[config.mk]
export PLATFORM = sky130hd
export DESIGN_NAME = tmds_8b10b_encoder
export DESIGN_NICKNAME = d
export VERILOG_FILES = /design/src/rtl/tmds_8b10b_encoder.sv
export SDC_FILE = /design/constraint.sdc
export NUM_CORES = 1
export LEC_CHECK = 0
export BUFFER_PORTS_ARGS = -buffer_cell sky130_fd_sc_hd__buf_4
export CAP_MARGIN = 30
export CORE_UTILIZATION = 63
export DETAILED_ROUTE_END_ITERATION = 8
export PLACE_DENSITY = 0.89
export SYNTH_ARGS = -nofsm -noshare
export SYNTH_HDL_FRONTEND = slang
export SYNTH_SLANG_ARGS = --single-unit
export TNS_END_PERCENT = 5
[constraint.sdc]
create_clock -name clk -period 3.5 [get_ports clk]
set_input_delay 0.7 -clock clk [delete_from_list [all_inputs] [get_ports clk]]
set_output_delay 0.7 -clock clk [all_outputs]
set_load 0.1 [all_outputs]
[src/rtl/tmds_8b10b_encoder.sv]
// -----------------------------------------------------------------------------
// tmds_8b10b_encoder
//
// Single-channel DVI/HDMI TMDS encoder. In a video period (VDE=1) each 8-bit
// byte becomes a transition-minimised, DC-balanced 10-bit symbol. In a control
// period (VDE=0) one of four fixed control symbols is sent. One symbol is
// produced every pixel clock, registered, with exactly one cycle of latency.
// The symbol feeds a 10:1 serializer that sends bit 0 first.
//
// Ports:
//   clk    in   1   pixel clock, rising edge
//   rst_n  in   1   asynchronous active-low reset
//   VD     in   8   video data byte
//   CD     in   2   control data, used only while VDE=0
//   VDE    in   1   1 = encode VD, 0 = send control symbol for CD
//   TMDS   out 10   registered encoded symbol
//
// There is no handshake: the block accepts one input set and emits one
// symbol on every clock, unconditionally.
// -----------------------------------------------------------------------------
module tmds_8b10b_encoder (
  input  logic       clk,
  input  logic       rst_n,
  input  logic [7:0] VD,
  input  logic [1:0] CD,
  input  logic       VDE,
  output logic [9:0] TMDS
);

  localparam logic [9:0] CTRL_00 = 10'b1101010100;
  localparam logic [9:0] CTRL_01 = 10'b0010101011;
  localparam logic [9:0] CTRL_10 = 10'b0101010100;
  localparam logic [9:0] CTRL_11 = 10'b1010101011;

  // Running disparity (ones minus zeros) of the symbols sent in the
  // current video run. Cleared by every control cycle.
  logic signed [4:0] cnt;

  logic [3:0]        n1_vd;
  logic              use_xnor;
  logic [8:0]        q_m;
  logic [3:0]        n1_q;
  logic signed [5:0] d_q;       // n1q - n0q
  logic signed [5:0] cnt_ext;
  logic signed [5:0] cnt_sum;
  logic              cnt_zero;
  logic              cnt_pos;
  logic              cnt_neg;
  logic              balanced;
  logic [9:0]        video_sym;
  logic signed [4:0] cnt_next;
  logic [9:0]        ctrl_sym;

  // Stage 1: transition minimisation.
  always_comb begin
    n1_vd = 4'd0;
    for (int i = 0; i < 8; i++) begin
      n1_vd = n1_vd + {3'b000, VD[i]};
    end
    use_xnor = (n1_vd > 4'd4) || ((n1_vd == 4'd4) && !VD[0]);
    q_m      = 9'd0;
    q_m[0]   = VD[0];
    for (int i = 1; i < 8; i++) begin
      q_m[i] = use_xnor ? ~(q_m[i-1] ^ VD[i]) : (q_m[i-1] ^ VD[i]);
    end
    q_m[8] = ~use_xnor;
  end

  // Stage 2: DC balance against the running disparity.
  always_comb begin
    n1_q = 4'd0;
    for (int i = 0; i < 8; i++) begin
      n1_q = n1_q + {3'b000, q_m[i]};
    end
    // 2*n1q - 8 equals n1q - n0q.
    d_q      = $signed({1'b0, n1_q, 1'b0}) - 6'sd8;
    cnt_ext  = {cnt[4], cnt};
    cnt_zero = (cnt == 5'sd0);
    cnt_neg  = cnt[4];
    cnt_pos  = !cnt_zero && !cnt_neg;
    balanced = (n1_q == 4'd4);

    if (cnt_zero || balanced) begin
      video_sym = {~q_m[8], q_m[8], (q_m[8] ? q_m[7:0] : ~q_m[7:0])};
      cnt_sum   = q_m[8] ? (cnt_ext + d_q) : (cnt_ext - d_q);
    end else if ((cnt_pos && (n1_q > 4'd4)) || (cnt_neg && (n1_q < 4'd4))) begin
      // Current disparity would grow: send inverted data.
      video_sym = {1'b1, q_m[8], ~q_m[7:0]};
      cnt_sum   = cnt_ext + (q_m[8] ? 6'sd2 : 6'sd0) - d_q;
    end else begin
      video_sym = {1'b0, q_m[8], q_m[7:0]};
      cnt_sum   = cnt_ext + d_q - (q_m[8] ? 6'sd0 : 6'sd2);
    end
    // Disparity is bounded to -16..+15 for legal sequences, so 5 bits hold it.
    cnt_next = cnt_sum[4:0];
  end

  always_comb begin
    case (CD)
      2'b00:   ctrl_sym = CTRL_00;
      2'b01:   ctrl_sym = CTRL_01;
      2'b10:   ctrl_sym = CTRL_10;
      default: ctrl_sym = CTRL_11;
    endcase
  end

  always_ff @(posedge clk or negedge rst_n) begin
    if (!rst_n) begin
      TMDS <= CTRL_00;
      cnt  <= 5'sd0;
    end else if (VDE) begin
      TMDS <= video_sym;
      cnt  <= cnt_next;
    end else begin
      TMDS <= ctrl_sym;
      cnt  <= 5'sd0;
    end
  end

endmodule

==> results of run 1 <==
final timing paths:
path | from | end | cells after the start | slack [ns]
worst min register to register | cnt[4]$_DFF_PN0_ | cnt[4]$_DFF_PN0_ | 4 | 1.03
max in group asynchronous | rst_n | TMDS[6]$_DFF_PN1_ | 1 | 3.03
worst min-delay path | rst_n | TMDS[5]$_DFF_PN0_ | 1 | 0.23
min in group clk | VDE | TMDS[9]$_DFF_PN1_ | 2 | 0.69
worst max register to register | cnt[2]$_DFF_PN0_ | TMDS[7]$_DFF_PN0_ | 6 | 0.95
worst max-delay path | VD[3] | TMDS[3]$_DFF_PN0_ | 27 | -3.71
cells by family (layout without fill, tap and decap cells):
family	after synthesis	after routing	synth area share, %
buffers and inverters	36	106	7.42
xor gates and xnor gates	28	28	16.1
muxes	6	6	3.31
DFF	14	14	19.2
adders and majority gates	37	37	30.2
AOI/OAI and AO/OA	39	39	14.3
and+or+nand+nor	33	33	9.45
area by class of cell:
| cell class | count | area [sq um] |
|---|---|---|
| Clock buffer | 4 | 36.3 |
| Timing Repair Buffer | 70 | 538 |
| Inverter | 32 | 124 |
| Multi-Input combinational cell | 143 | 1560 |
| Tap cell | 31 | 38.8 |
| Fill cell | 61 | 130 |
| Sequential cell | 14 | 357 |
per-layer routing:
metal  vias up  track usage [%]  wire length, microns
li1        804                -                     -
met1       900             41.1                  2390
met2       213             67.3                  3390
met3        97             5.07                   924
met4         0             19.9                   829
met5         -                0                     0
metrics by stage:
| stage | setup slack [ns] | setup TNS [ns] |
|---|---|---|
| global route | -3.97 | -48.39 |
| finish | -3.71 | -45.71 |
| CTS | -3.42 | -42.47 |
| global placement | -3.50 | -44.75 |
| detailed placement | -3.85 | -49.23 |
| floorplan | -3.57 | -44.77 |
flip-flops by register name (all words and copies together), names as in the netlist:
register,cells
cnt,4
TMDS,10
worst max-delay path, cell delays in order:
cell and delay, ns:
buf_4 0.09, inv_1 0.06, fa_1 0.56, fa_1 0.45, fa_1 0.52, inv_1 0.05
ha_2 0.18, fa_1 0.46, nor3b_2 0.16, o22a_1 0.18, inv_2 0.08, xnor2_2 0.18
fa_1 0.46, fa_1 0.52, inv_1 0.07, fa_2 0.60, ha_4 0.17, a21oi_4 0.06
xnor2_2 0.17, ha_2 0.22, nor2b_4 0.20, buf_4 0.14, a21oi_1 0.10, buf_4 0.19
nand3_1 0.19, o32ai_1 0.16, a221oi_1 0.42
repair_timing:
item	CTS	global route
hold buffers	0	0
gates cloned	0	0
endpoints found under the hold margin	0	0
pin swaps	5	7
endpoints found under the setup margin	14	14
gates resized for setup	12	11
cells in the final DEF, fill, tap and decap left out, drive strengths merged, types with 2 or more instances in the layout:
cell type  synthesis  routed
dfrtp              9       9
buf                2      70
xor2               5       5
nand2              8       8
inv               32      31
clkbuf             2       4
o21ai              5       5
fa                13      13
or4                3       3
xnor3              2       2
nand4              2       2
nand3              2       2
a31oi              4       4
o31ai              2       2
ha                24      24
xnor2             20      20
nor4               2       2
nor3               5       5
a21oi              9       9
a211oi             6       6
nand2b             3       3
dfstp              5       5
nor2               3       3
mux2i              5       5
==> key figures, run 1 <==
Run status
  – Run status: complete, but fails checks
  – Failing checks: negative setup slack

Logic synthesis
  – Number of synthesized flops with an enable pin: 0
  – Yosys synthesis warning count: 0
  – Ranking of synthesized cells by area: ha_1 (16%), fa_1 (14%), dfrtp_1 (12%)
  – Ys flop type: dfrtp_1
  – Netlist cell types: 46
  – Cell accounting for the most synthesized area: ha_1
  – Mean post-synth cell area: 9.61 sq um
  – Post-synth top cells: inv_1 (32), ha_1 (24), xnor2_1 (19)
  – Sequential-to-total area share from yosys stat: 19.2%
  – Most numerous cell in the Yosys netlist: inv_1
  – Mapped Nets: 243
  – Seq cells post-synth: 14
  – Synthesized area: 1850 sq um
  – Post-Synthesis Cells: 193
  – Post-synth top area share: 16.2%
  – Post-synth ARST share: 100%

STA
  – Hold Worst Slack: 0.234 ns
  – Final Setup Violations: 14
  – Slew margin rel.: 37.5%
  – Slew Limit Fails: 0
  – Max Clock Skew: 0.00733 ns
  – Crit path time final: 7.21 ns
  – Worst setup margin: -3.71 ns
  – Worst Max-Slew Pin Slew: 0.930 ns
  – FMAX: 139 MHz
  – Hold violation count in the final report: 0
  – Fin crit share: 206%
  – RSZ-0062 raised after global routing: true

Finish
  – Layout area overhead: 43.0%
  – ANT cells: 0
  – Fin util: 95.3%
  – Finished Layout Cells: 294
  – Post-route cell area: 2650 sq um
  – NumNets Final: 314
  – Share of cells above drive strength 1: 45.2%

Global route
  – Vias in the first global route: 1906
  – Initial antenna violation count: 0
  – GRT Resource Usage Total: 36.9%
  – First-pass GRT wire length: 8800 microns
  – GR Overflow Total: 0
  – Largest net degree at the start of global routing: 16

Worst setup path
  – Max FO, Critical Path: 4
  – Element type at the critical path start: input port
  – Crit. End Element: flip-flop
  – Critical Path AT: 7.38 ns
  – WS Path Type: in2reg
  – Required @ worst endpoint: 3.67 ns

Drt
  – Routed vias: 2014
  – DR iter-0 viols: 304
  – Vias/cell: 6.85
  – Post-DRT Antenna Nets: 0
  – Post-DR wirelength/cell: 25.6 microns
  – # DRC: 0
  – Drt total wl: 7530 microns
  – TritonRoute pass-1 iters: 5

Placed design
  – Dpl hpwl: 4420 microns
  – Placed Cells: 290
  – Post-DP Area: 2540 sq um
  – GPL Wtd Cong: 0.900
  – IO buf count: 22

Clocking
  – CTS root buffer: clkbuf_4
  – Clock slew at the register clock pins of the worst setup and hold paths: 0.09 ns
  – Post-CTS setup buffer count: 0
  – CTS tree: built
  – CTS sink count: 14
  – CTS Buffer Depth: 2
  – H-tree level count: 1
  – CTS buffer count: 3
  – Worst-skew pair later-pin latency: 0.30 ns

Floorplanning
  – Core region area: 2780 sq um
  – Die height: 56.3 microns
  – I/O pins: 23
  – Starting Density: 66.7%
  – Die W: 56.3 microns
  – Rows: 19
  – Full die area: 3160 sq um

Min path
  – Hold WC Path Type: in2async

Run
  – Max_cap viols: 0
Power of run 1 is left out: the tool's default activity adds up to more than one toggle a clock period on the data nets, which glitch-free logic cannot reach.
==> inputs of run 2 (changes only) <==
Settings changed: SKIP_LAST_GASP from default to 1.
==> run 2 against run 1 <==
The run still ends with negative setup slack left. Register-to-register slack improved by 0.20 ns. Clock-buffer cell count unchanged. Sequential share of layout area up 0.25 points. Critical path depth is 1 lower. Fmax is 4.2% higher. Die area stayed put. Non-clock buffer count did not move. Critical endpoint is now cnt[4]$_DFF_PN0_. Largest cell class unchanged.
==> key figures, run 2 (synthesis results as in run 1) <==
Drt
  – Routed vias: 1799
  – DR iter-0 viols: 116
  – Drt total wl: 5430 microns
  – Post-DRT Antenna Nets: 0
  – TritonRoute pass-1 iters: 4
  – Post-DR wirelength/cell: 18.5 microns
  – Vias/cell: 6.12
  – # DRC: 0

Worst setup path
  – R2r startpoint: cnt[1]$_DFF_PN0_
  – Slowest cell on the critical path: fa_2
  – Cells on worst reg2reg path: 9
  – CP peak stage delay: 0.58 ns
  – WS Path Type: in2reg
  – Element type at the critical path start: input port
  – CP most frequent cell: fa_1
  – Max FO, Critical Path: 3
  – Crit. End Element: flip-flop
  – Required @ worst endpoint: 3.68 ns
  – R2r setup slk: 1.15 ns
  – Critical Path AT: 7.10 ns
  – CP startpoint: VD[0]
  – Reg-to-Reg End: cnt[4]$_DFF_PN0_

STA
  – Worst setup margin: -3.42 ns
  – Hold violation count in the final report: 0
  – Crit path time final: 6.92 ns
  – Slew margin rel.: 59.8%
  – Worst Max-Slew Pin Slew: 0.598 ns
  – Max Clock Skew: 0.00585 ns
  – Slew Limit Fails: 0
  – RSZ-0062 raised after global routing: true
  – FMAX: 145 MHz
  – Fin crit share: 198%
  – Final Setup Violations: 14

Clocking
  – Worst-skew pair later-pin latency: 0.29 ns
  – H-tree level count: 1
  – Clock slew at the register clock pins of the worst setup and hold paths: 0.08 ns
  – CTS tree: built
  – CTS sink count: 14
  – Post-CTS setup buffer count: 0
  – CTS Buffer Depth: 2
  – CTS buffer count: 3
  – CTS Hold Bufs: 0
  – CTS root buffer: clkbuf_4

Min path
  – Hold WC Path Type: in2async

Finish
  – Largest regs: TMDS x10, cnt x4
  – Number of fill cells: 88
  – Share of cells above drive strength 1: 41.8%
  – Biggest register: TMDS
  – Layout area overhead: 40.4%
  – ANT cells: 0
  – Largest register FFs: 10
  – NumNets Final: 314
  – Commonest non-fill, non-tap cell in the layout: buf_4
  – Most frequent cells in the layout: buf_4 (69), inv_1 (30), ha_1 (17)
  – Fin util: 93.6%

Placed design
  – Dpl hpwl: 4420 microns
  – Dpl ws: -3.85 ns
  – GPL Wtd Cong: 0.900
  – IO buf count: 22

Run
  – Max_cap viols: 0

Floorplanning
  – I/O pins: 23
  – Die height: 56.3 microns
  – Die W: 56.3 microns
  – Full die area: 3160 sq um
  – Core region area: 2780 sq um
  – Rows: 19
  – Starting Density: 66.7%

Global route
  – Largest net degree at the start of global routing: 16
  – First-pass GRT wire length: 8620 microns
  – Vias in the first global route: 1891
  – Initial antenna violation count: 0
  – GRT Resource Usage Total: 36.3%
  – GR Overflow Total: 0

Run status
  – Run status: complete, but fails checks
  – Failing checks: negative setup slack
==> run 2: layer usage <==
metal	GRT usage [%]	share of wire, %	vias to the layer above
li1	-	-	803
met4	25.1	7.7	0
met1	39.2	36	845
met5	0	0	-
met2	64.8	50	105
met3	5.53	6.7	46
==> run 2: critical path, delay by kind of cell <==
family                     cells  cell delay (ns)
xor gates and xnor gates       3             0.49
muxes                          1             0.17
buffers and inverters          7             0.64
AOI/OAI and AO/OA              2             0.30
adders and majority gates     10             4.44
and+or+nand+nor                3             0.34
==> run 2: what timing repair did <==
item / 4_1_cts / 5_1_grt
gates resized for setup: 4 / 7
endpoints found under the setup margin: 14 / 14
pin swaps: 1 / 1
==> run 2: stage by stage <==
| stage | setup TNS [ns] | hold WS, ns | std cells | area (sq um) |
|---|---|---|---|---|
| 2_1_floorplan | -44.77 | 0.404 | 193 | 1990 |
| 3_3_place_gp | -44.75 | 0.549 | 290 | 2540 |
| 3_5_place_dp | -49.23 | 0.552 | 290 | 2540 |
| 4_1_cts | -43.77 | 0.235 | 294 | 2580 |
| 5_1_grt | -45.86 | 0.240 | 294 | 2600 |
| 6_report | -42.96 | 0.231 | 294 | 2600 |
==> run 2: how the worst max path moves through the flow <==
stage,endpoint,slack (ns),depth (start not counted)
detailed placement,cnt[4]$_DFF_PN0_,-3.85,26
floorplan,cnt[4]$_DFF_PN0_,-3.57,28
CTS,TMDS[1]$_DFF_PN0_,-3.42,26
global route,cnt[4]$_DFF_PN0_,-3.58,27
global placement,TMDS[1]$_DFF_PN0_,-3.50,26
finish,cnt[4]$_DFF_PN0_,-3.42,26
==> run 2: layout make-up <==
| class | instances | area, sq um | area share, % |
|---|---|---|---|
| Multi-Input combinational cell | 143 | 1510 | 58.0 |
| Inverter | 32 | 124 | 4.76 |
| Tap cell | 31 | 38.8 | 1.49 |
| Sequential cell | 14 | 357 | 13.7 |
| Timing Repair Buffer | 70 | 538 | 20.7 |
| Clock buffer | 4 | 36.3 | 1.39 |
Power of run 2 is left out for the same reason.
